===== config.mk =====
export PLATFORM = sky130hd
export DESIGN_NAME = jtframe_mister_upld
export DESIGN_NICKNAME = d
export VERILOG_FILES = /design/src/rtl/jtframe_upld_pkg.sv /design/src/rtl/jtframe_mister_upld.sv
export SDC_FILE = /design/constraint.sdc
export NUM_CORES = 1
export LEC_CHECK = 0
export ABC_AREA = 1
export BUFFER_PORTS_ARGS = -buffer_cell sky130_fd_sc_hd__buf_2
export CAP_MARGIN = 20
export CORE_MARGIN = 2
export CORE_UTILIZATION = 50
export CTS_CLUSTER_DIAMETER = 200
export CTS_CLUSTER_SIZE = 14
export DETAILED_ROUTE_END_ITERATION = 7
export PLACE_DENSITY = 0.79
export REMOVE_ABC_BUFFERS = 1
export SLEW_MARGIN = 30
export SYNTH_ARGS = -nofsm -noshare
export SYNTH_HDL_FRONTEND = slang
export SYNTH_SLANG_ARGS = --single-unit

===== constraint.sdc =====
create_clock -name clk -period 2.3 [get_ports clk]
set_input_delay 0.23 -clock clk [delete_from_list [all_inputs] [get_ports clk]]
set_output_delay 0.23 -clock clk [all_outputs]
set_load 0.01 [all_outputs]

===== src/rtl/jtframe_upld_pkg.sv =====
// Shared types and constants for the MiSTer NVRAM upload bridge.
//   upld_state_t : bridge FSM states
//   FILL_BYTE    : byte returned for out-of-range addresses or NVRAM timeouts
package jtframe_upld_pkg;

    typedef enum logic [1:0] {
        IDLE = 2'd0,
        REQ  = 2'd1,
        FILL = 2'd2,
        DONE = 2'd3
    } upld_state_t;

    localparam logic [7:0] FILL_BYTE = 8'hFF;

    // Width of the NVRAM response timeout counter
    localparam int unsigned TCNT_W = 6;

endpackage


===== src/rtl/jtframe_mister_upld.sv =====
// MiSTer HPS upload bridge: turns each HPS byte read during an NVRAM upload
// into a game NVRAM read, stalling the HPS with hps_wait until data is ready.
// Ports:
//   clk, rst_n             : clock, synchronous active-low reset
//   hps_upload, hps_index  : HPS upload session and file index
//   hps_rd, hps_addr       : one-cycle byte read request and its address
//   hps_din, hps_wait      : byte returned to the HPS and hold-off flag
//   uploading              : NVRAM upload session active (registered select)
//   nvram_addr, nvram_rd   : game NVRAM read address and level read strobe
//   nvram_din, nvram_ok    : game NVRAM data and its valid flag
//   timeout                : sticky flag, NVRAM failed to answer in time
//   byte_cnt               : bytes served in the current session (saturating)
module jtframe_mister_upld
    import jtframe_upld_pkg::*;
#(
    parameter logic [7:0]  NVRAM_INDEX = 8'd2,
    parameter int unsigned AW          = 13,
    parameter int unsigned SIZE        = 8192,
    parameter int unsigned TOUT        = 63
) (
    input  logic          clk,
    input  logic          rst_n,
    input  logic          hps_upload,
    input  logic [7:0]    hps_index,
    input  logic          hps_rd,
    input  logic [26:0]   hps_addr,
    output logic [7:0]    hps_din,
    output logic          hps_wait,
    output logic          uploading,
    output logic [AW-1:0] nvram_addr,
    output logic          nvram_rd,
    input  logic [7:0]    nvram_din,
    input  logic          nvram_ok,
    output logic          timeout,
    output logic [AW:0]   byte_cnt
);

    upld_state_t       state;
    logic [TCNT_W-1:0] tcnt;
    logic              sel;
    logic              in_range;

    assign sel      = hps_upload && (hps_index == NVRAM_INDEX);
    // Full 27-bit compare so any set upper bit counts as out of range
    assign in_range = {1'b0, hps_addr} < 28'(SIZE);

    // Bridge FSM; a dropped select aborts from any state without counting
    always_ff @(posedge clk) begin
        if (!rst_n) begin
            state      <= IDLE;
            tcnt       <= '0;
            hps_din    <= FILL_BYTE;
            hps_wait   <= 1'b0;
            uploading  <= 1'b0;
            nvram_addr <= '0;
            nvram_rd   <= 1'b0;
            timeout    <= 1'b0;
            byte_cnt   <= '0;
        end else begin
            uploading <= sel;
            if (sel && !uploading) begin
                timeout  <= 1'b0;
                byte_cnt <= '0;
            end
            if (!sel) begin
                state    <= IDLE;
                hps_wait <= 1'b0;
                nvram_rd <= 1'b0;
            end else begin
                case (state)
                    IDLE: begin
                        if (hps_rd) begin
                            hps_wait <= 1'b1;
                            if (in_range) begin
                                state      <= REQ;
                                nvram_addr <= hps_addr[AW-1:0];
                                nvram_rd   <= 1'b1;
                                tcnt       <= '0;
                            end else begin
                                state   <= FILL;
                                hps_din <= FILL_BYTE;
                            end
                        end
                    end
                    REQ: begin
                        // nvram_ok takes priority over an expiring counter
                        if (nvram_ok) begin
                            state    <= DONE;
                            hps_din  <= nvram_din;
                            nvram_rd <= 1'b0;
                        end else if (tcnt == TCNT_W'(TOUT)) begin
                            state    <= DONE;
                            hps_din  <= FILL_BYTE;
                            nvram_rd <= 1'b0;
                            timeout  <= 1'b1;
                        end else begin
                            tcnt <= tcnt + TCNT_W'(1);
                        end
                    end
                    FILL: begin
                        state <= DONE;
                    end
                    DONE: begin
                        state    <= IDLE;
                        hps_wait <= 1'b0;
                        if (byte_cnt != '1) begin
                            byte_cnt <= byte_cnt + (AW+1)'(1);
                        end
                    end
                    default: begin
                        state <= IDLE;
                    end
                endcase
            end
        end
    end

endmodule


# --- Word-level counts from Yosys, hierarchy flattened ---
# Index checks and enable logic that the tools add are counted.
op_classes:
  bitwise_logic: 0
  n_mux: 31
  reduce_logical: 13
  div_mod_pow: 0
  eq_ne: 12
  add_sub_neg: 2
  n_mul: 0
  shift: 0
  magnitude_cmp: 1
op_table:
  columns: ["op", "count"]
  rows:
  - ["$mux 14", 4]
  - ["$mux 8", 4]
  - ["$lt 27x14->1 const B", 1]
  - ["$mux 6", 4]
  - ["$pmux 8 s2", 1]
  - ["$add 14x1->14 const B", 1]
  - ["$ne 14x14->1 const B", 1]
  - ["$pmux 6 s2", 1]
  - ["$mux 1", 10]
  - ["$ne 2x2->1 const B", 5]
  - ["$eq 8x2->1 const B", 1]
  - ["$mux 2", 4]
  - ["$pmux 2 s4", 1]
  - ["$reduce_and 4->1", 2]
  - ["$add 6x1->6 const B", 1]
  - ["$eq 6x6->1 const B", 1]
  - ["$reduce_and 2->1", 3]
  - ["$reduce_and 6->1", 1]
  - ["$reduce_and 5->1", 1]
  - ["$eq 2x2->1 const B", 2]
  - ["$pmux 1 s2", 2]
  - ["$reduce_bool 2->1", 2]
  - ["$ne 3x3->1 const B", 1]
  - ["$eq 2x1->1 const B", 1]
  - ["3 further kinds", 4]
word_totals:
  wordCells: 68
  input_bits: 48
  memories: 0
  ramBits: 0
  output_inout_bits: 39
  reg_bits: 47
  latch_bits: 0
  rom_bits: 0

# --- Logic depth before layout (Yosys ltp) ---
logic_depth:
  depth_word: 8
  depth_mapped: 11

# --- Worst setup path before layout ---
# OpenSTA, ideal clock, no wires.
synth_timing:
  path_kind: "register to register"
  start: "register tcnt[0]"
  end: "register hps_din[0]"
  required_time_ns: 2.166
  path_stages_with_launch: 11
  arrival_time_ns: 1.376
  setup_time_ns: 0.134
  slack_ns: 0.791
  path_cell_list: "dfxtp_1 > ha_1 > inv_1 > nor2_2 > nand2_1 > nand3_2 > nand2_2 > nor2_4 > nand2_4 > nand2_1 > nand3_1"
synth_between:
  elab_chain_len: 3
synth_rtl:
  columns: ["element", "line", "text"]
  rows:
  - ["start: declaration", "jtframe_mister_upld.sv:39", "logic [TCNT_W-1:0] tcnt;"]
  - ["start signal: assignment", "jtframe_mister_upld.sv:97", "tcnt <= tcnt + TCNT_W'(1);"]
  - ["$eq 6x6->1", "jtframe_mister_upld.sv:91", "end else if (tcnt == TCNT_W'(TOUT)) begin"]
  - ["$ne 3x3->1 (no line)", null, null]
  - ["$reduce_and 5->1 (no line)", null, null]
  - ["end signal: assignment", "jtframe_mister_upld.sv:89", "hps_din <= nvram_din;"]
  - ["end: declaration", "jtframe_mister_upld.sv:27", "output logic [7:0] hps_din,"]
# Every way passes these cells.
# A chain may end at the register's enable or synchronous reset.

# --- Worst setup path in the final report ---
layout_timing:
  start: "register state[1]"
  end: "register hps_din[1]"
layout_between:
  elab_chain_len: 3
  elab_cells_between_ends: 8
  classes_between: "eq/ne: 4; mux: 1; reduce/logical: 3"
layout_rtl:
  columns: ["element", "line", "text"]
  rows:
  - ["start: declaration", "jtframe_mister_upld.sv:38", "upld_state_t state;"]
  - ["start signal: assignment", "jtframe_mister_upld.sv:50", "state <= IDLE;"]
  - ["start signal: assignment", "jtframe_mister_upld.sv:66", "state <= IDLE;"]
  - ["start signal: assignment", "jtframe_mister_upld.sv:75", "state <= REQ;"]
  - ["$eq 2x1->1 / $logic_not 2->1 (equally long branches)", "jtframe_mister_upld.sv:70", "case (state)"]
  - ["$ne 3x3->1 (no line), or another cell as far along", null, null]
  - ["$reduce_and 5->1 (no line)", null, null]
# Parallel ways exist; a longest one is shown, timed or not.

==> summary.md <==
Clock-pin slew was measured on the worst setup and hold paths at 0.09 ns. Setup repair after global routing left no endpoint under its margin. The height of the die works out to 76.0 um. The tools report the total overflow reported by the global router as 0.

For the worst setup path, the data arrival time is 2.10 ns. Input and output buffers added on the ports amount to 86. The insertion delay of the later-clocked pin in the worst-skew pair was 0.31 ns; the die area was 0.00578 mm^2. The flow ran to the end, and the final reports show no timing, DRC or antenna violations.

The final period utilization was 0.802; the initial antenna violation count was 0. The number of diodes was 0; the cell area after placement was 0.00310 mm^2. Power comes to 1.51 mW. The number of slew-limit violations in the final report is 0.

The setup check on the worst reg-to-reg path leaves a slack of 0.46 ns. The final hold violation count is 0. The critical path starts at state[1]. The aggregate negative setup slack is 0 ns. The total detailed-routing wirelength was 6.40 mm; the max capacitance violation total was 0.

The total area inside the core boundary comes to 0.00504 mm^2. The logs give 87 for the count of pins on the block boundary and 2 for the maximum clock path buffer count. The average detailed-routed wire length per instance came out at 11.6 um.

The final weighted congestion of routability-driven global placement came out at 0.928. The area added between synthesis and finish works out to 23.5%. Using the TritonRoute via totals, the vias-per-cell ratio works out to 5.00. The run gives 121 as the DRC violation total after the first TritonRoute iteration.

The area share of the largest cell type after synthesis was 0.363. In this run the mean area of a mapped cell was 6.64 um^2. The endpoint identified for the worst register-to-register timing path is hps_din[1]. Following the worst setup path forward leads to its endpoint at hps_din[1]. Part of the power in the clock network: 0.408. The logs give 2555 for the number of global-route vias before repair and 4.73 mm for the post-detailed-placement half-perimeter wirelength. Across the VDD grid, the largest voltage drop is 0.364 mV.

The floorplan step set the die width to 76.0 um. Counting the buffers created by CTS gives 5. The sequential share of the synthesized area was 0.363. In this run the static leakage power is 1.49 nW. The total clock sinks is 47, and the number of antenna-violating nets in the routed design is 0.

The post-cts resize count was 0. Setup violations remaining at the end of the flow were counted as 0. The routed layout has 2748 vias. In the routed design, unresolved DRC markers number 0.

Class of the most critical hold timing path: in -> reg. The proportion of layout cells with a drive suffix above 1 came out at 0.273. The clock tree skew after final layout is 0.00320 ns, and the total internal power is 1.17 mW.

The tools report the fraction of power consumed by combinational cells as 0.051. Derived from the worst setup path, the maximum achievable clock frequency is 542 MHz. For this design the total switching power over the nets is 0.336 mW. The first-pass GRT wire length was 10.9 mm; the switching share of power was 0.223.

The cell count after synthesis came out at 391. The global routing usage summed across all routing layers was 0.225. The sequential cell fraction of total power is 0.540, and the maximum fanout along the worst path is 9. The run gives 2 as the count of H-tree levels built during CTS.

The filler cells instantiated in the layout total 459. Dividing total power by cell area gives a power density of 470 mW/mm^2. The reg-to-reg startpoint was state[1]. The run gives 27 as the largest net degree at the start of global routing. The tools report the kind of capture point of the worst setup path as a register.

Ranked by total cell area, the synthesized netlist is headed by sky130_fd_sc_hd__dfxtp_1 (36%), sky130_fd_sc_hd__nand2_1 (13%), sky130_fd_sc_hd__nor2_1 (11%). The run gives 0.764 as the worst slew margin relative to its limit. The routed design could run at a clock period as short as 1.84 ns. Register bit count reported by yosys: 47. For this design, the CTS-stage hold fixing added 0 buffers. TritonCTS built the clock tree. The total non-filler cell area in the finished layout is 0.00320 mm^2.

Yosys printed 0 warnings. Biggest area consumer among synthesized cells: sky130_fd_sc_hd__dfxtp_1. The worst setup path is of the reg -> reg kind. The count of distinct cell types in the synthesized netlist was 36.

The pre-antenna-repair detailed-routing pass consisted of 4 iterations. The final-stage net count was 533. The floorplan has 26 rows. CTS placed an instance of sky130_fd_sc_hd__clkbuf_8 at the clock tree root. The initial standard-cell utilization of the core is 0.515, and the pin slew with the least headroom to its limit is 0.352 ns. The worst setup path is launched from a register.

In this run the post-CTS setup repair buffer count came out at 0. The run gives 0.00259 mm^2 as the synthesized cell area. Measured in cells, the most critical reg-to-reg path has a length of 9. For the worst setup path, the data required time is 2.55 ns.
## cell type report
class                   count  area (um^2)  share of cell area
clock buffers               5         68.8              0.0215
clock inverters             2         37.5              0.0117
inverters                  42          163              0.0508
multi-input cells         294         1450               0.451
flip-flops and latches     47          941               0.294
well taps                  70         87.6              0.0273
repair buffers             90          460               0.144
## metal layers
layer / vias to the layer above / share of wire / track usage
met5: - / 0 / 0
met4: 0 / 0.017 / 0.0618
met3: 13 / 0.060 / 0.0569
met2: 91 / 0.50 / 0.422
met1: 1225 / 0.43 / 0.252
li1: 1419 / - / -
## layout by cell type, fill, tap and decap left out, types with 7 or more instances in the layout
cell	synthesis	final
sky130_fd_sc_hd__nand2_1	89	89
sky130_fd_sc_hd__buf_2	3	86
sky130_fd_sc_hd__nor2_1	78	78
sky130_fd_sc_hd__dfxtp_1	47	47
sky130_fd_sc_hd__inv_1	35	35
sky130_fd_sc_hd__nand3_1	31	31
sky130_fd_sc_hd__a21oi_1	17	17
sky130_fd_sc_hd__o21ai_0	15	15
sky130_fd_sc_hd__or2_2	8	8
sky130_fd_sc_hd__nand4_1	7	7
## Yosys cell counts, drive strengths merged
| library cell | number |
|---|---|
| dfxtp | 47 |
| xor2 | 2 |
| buf | 5 |
| inv | 39 |
| nand3 | 34 |
| clkbuf | 3 |
| nor2 | 87 |
| nand4 | 8 |
| or2 | 9 |
| o21ai | 19 |
| a31oi | 1 |
| nand3b | 1 |
| a211oi | 1 |
| a21oi | 18 |
| o21a | 1 |
| clkinv | 3 |
| ha | 5 |
| xnor2 | 3 |
| o21bai | 5 |
| nor3 | 5 |
| nand2 | 95 |
## worst max-delay path: stages, from the launching register on
cell	delay, ns
sky130_fd_sc_hd__dfxtp_1	0.34
sky130_fd_sc_hd__inv_1	0.07
sky130_fd_sc_hd__ha_1	0.24
sky130_fd_sc_hd__inv_1	0.23
sky130_fd_sc_hd__nand2_1	0.15
sky130_fd_sc_hd__nand3_1	0.15
sky130_fd_sc_hd__clkinv_1	0.27
sky130_fd_sc_hd__nand2_4	0.21
sky130_fd_sc_hd__nand2_1	0.07
sky130_fd_sc_hd__nand3_1	0.06
## worst min path at each step
| stage | endpoint | cells past startpoint | slack (ns) | startpoint |
|---|---|---|---|---|
| after floorplan | hps_din[0] | 1 | 0.31 | rst_n |
| after global placement | hps_din[6] | 2 | 0.45 | hps_din[6] |
| after detailed placement | hps_din[7] | 2 | 0.45 | hps_din[7] |
| after CTS | nvram_addr[9] | 3 | 0.14 | hps_addr[9] |
| after global routing | nvram_addr[4] | 3 | 0.15 | hps_addr[4] |
| final | nvram_addr[9] | 3 | 0.14 | hps_addr[9] |
## power groups by stage
stage,combinational [mW],sequential [mW],clock (mW)
final,0.0775,0.813,0.615
after global routing,0.0866,0.813,0.649
after CTS,0.0775,0.813,0.618
after detailed placement,0.0774,0.832,0
after global placement,0.0761,0.832,0
after floorplan,0.0219,0.832,0
## flip-flops by register name (all words and copies together), names as in the netlist
name	cells
tcnt	6
hps_wait	1
nvram_addr	13
byte_cnt	14
state	2
uploading	1
timeout	1
hps_din	8
nvram_rd	1
## cell families after synthesis
group                    share of synthesized area
flip-flops                                   0.363
adder cells (fa/ha/maj)                     0.0241
buffers and inverters                       0.0800
AND/OR/NAND/NOR                              0.419
AO/OA/AOI/OAI                               0.0969
XOR/XNOR                                    0.0169
## metrics by stage
step | setup WS (ns) | instances | utilization | hold WS, ns
after floorplan | 0.804 | 383 | - | 0.314
after detailed placement | 0.525 | 543 | 0.614 | 0.450
after global placement | 0.572 | 543 | 0.614 | 0.448
after CTS | 0.487 | 550 | 0.635 | 0.141
final | 0.456 | 550 | 0.635 | 0.137
after global routing | 0.284 | 550 | 0.635 | 0.145
Note: power is estimated with default switching activity, not from simulation.
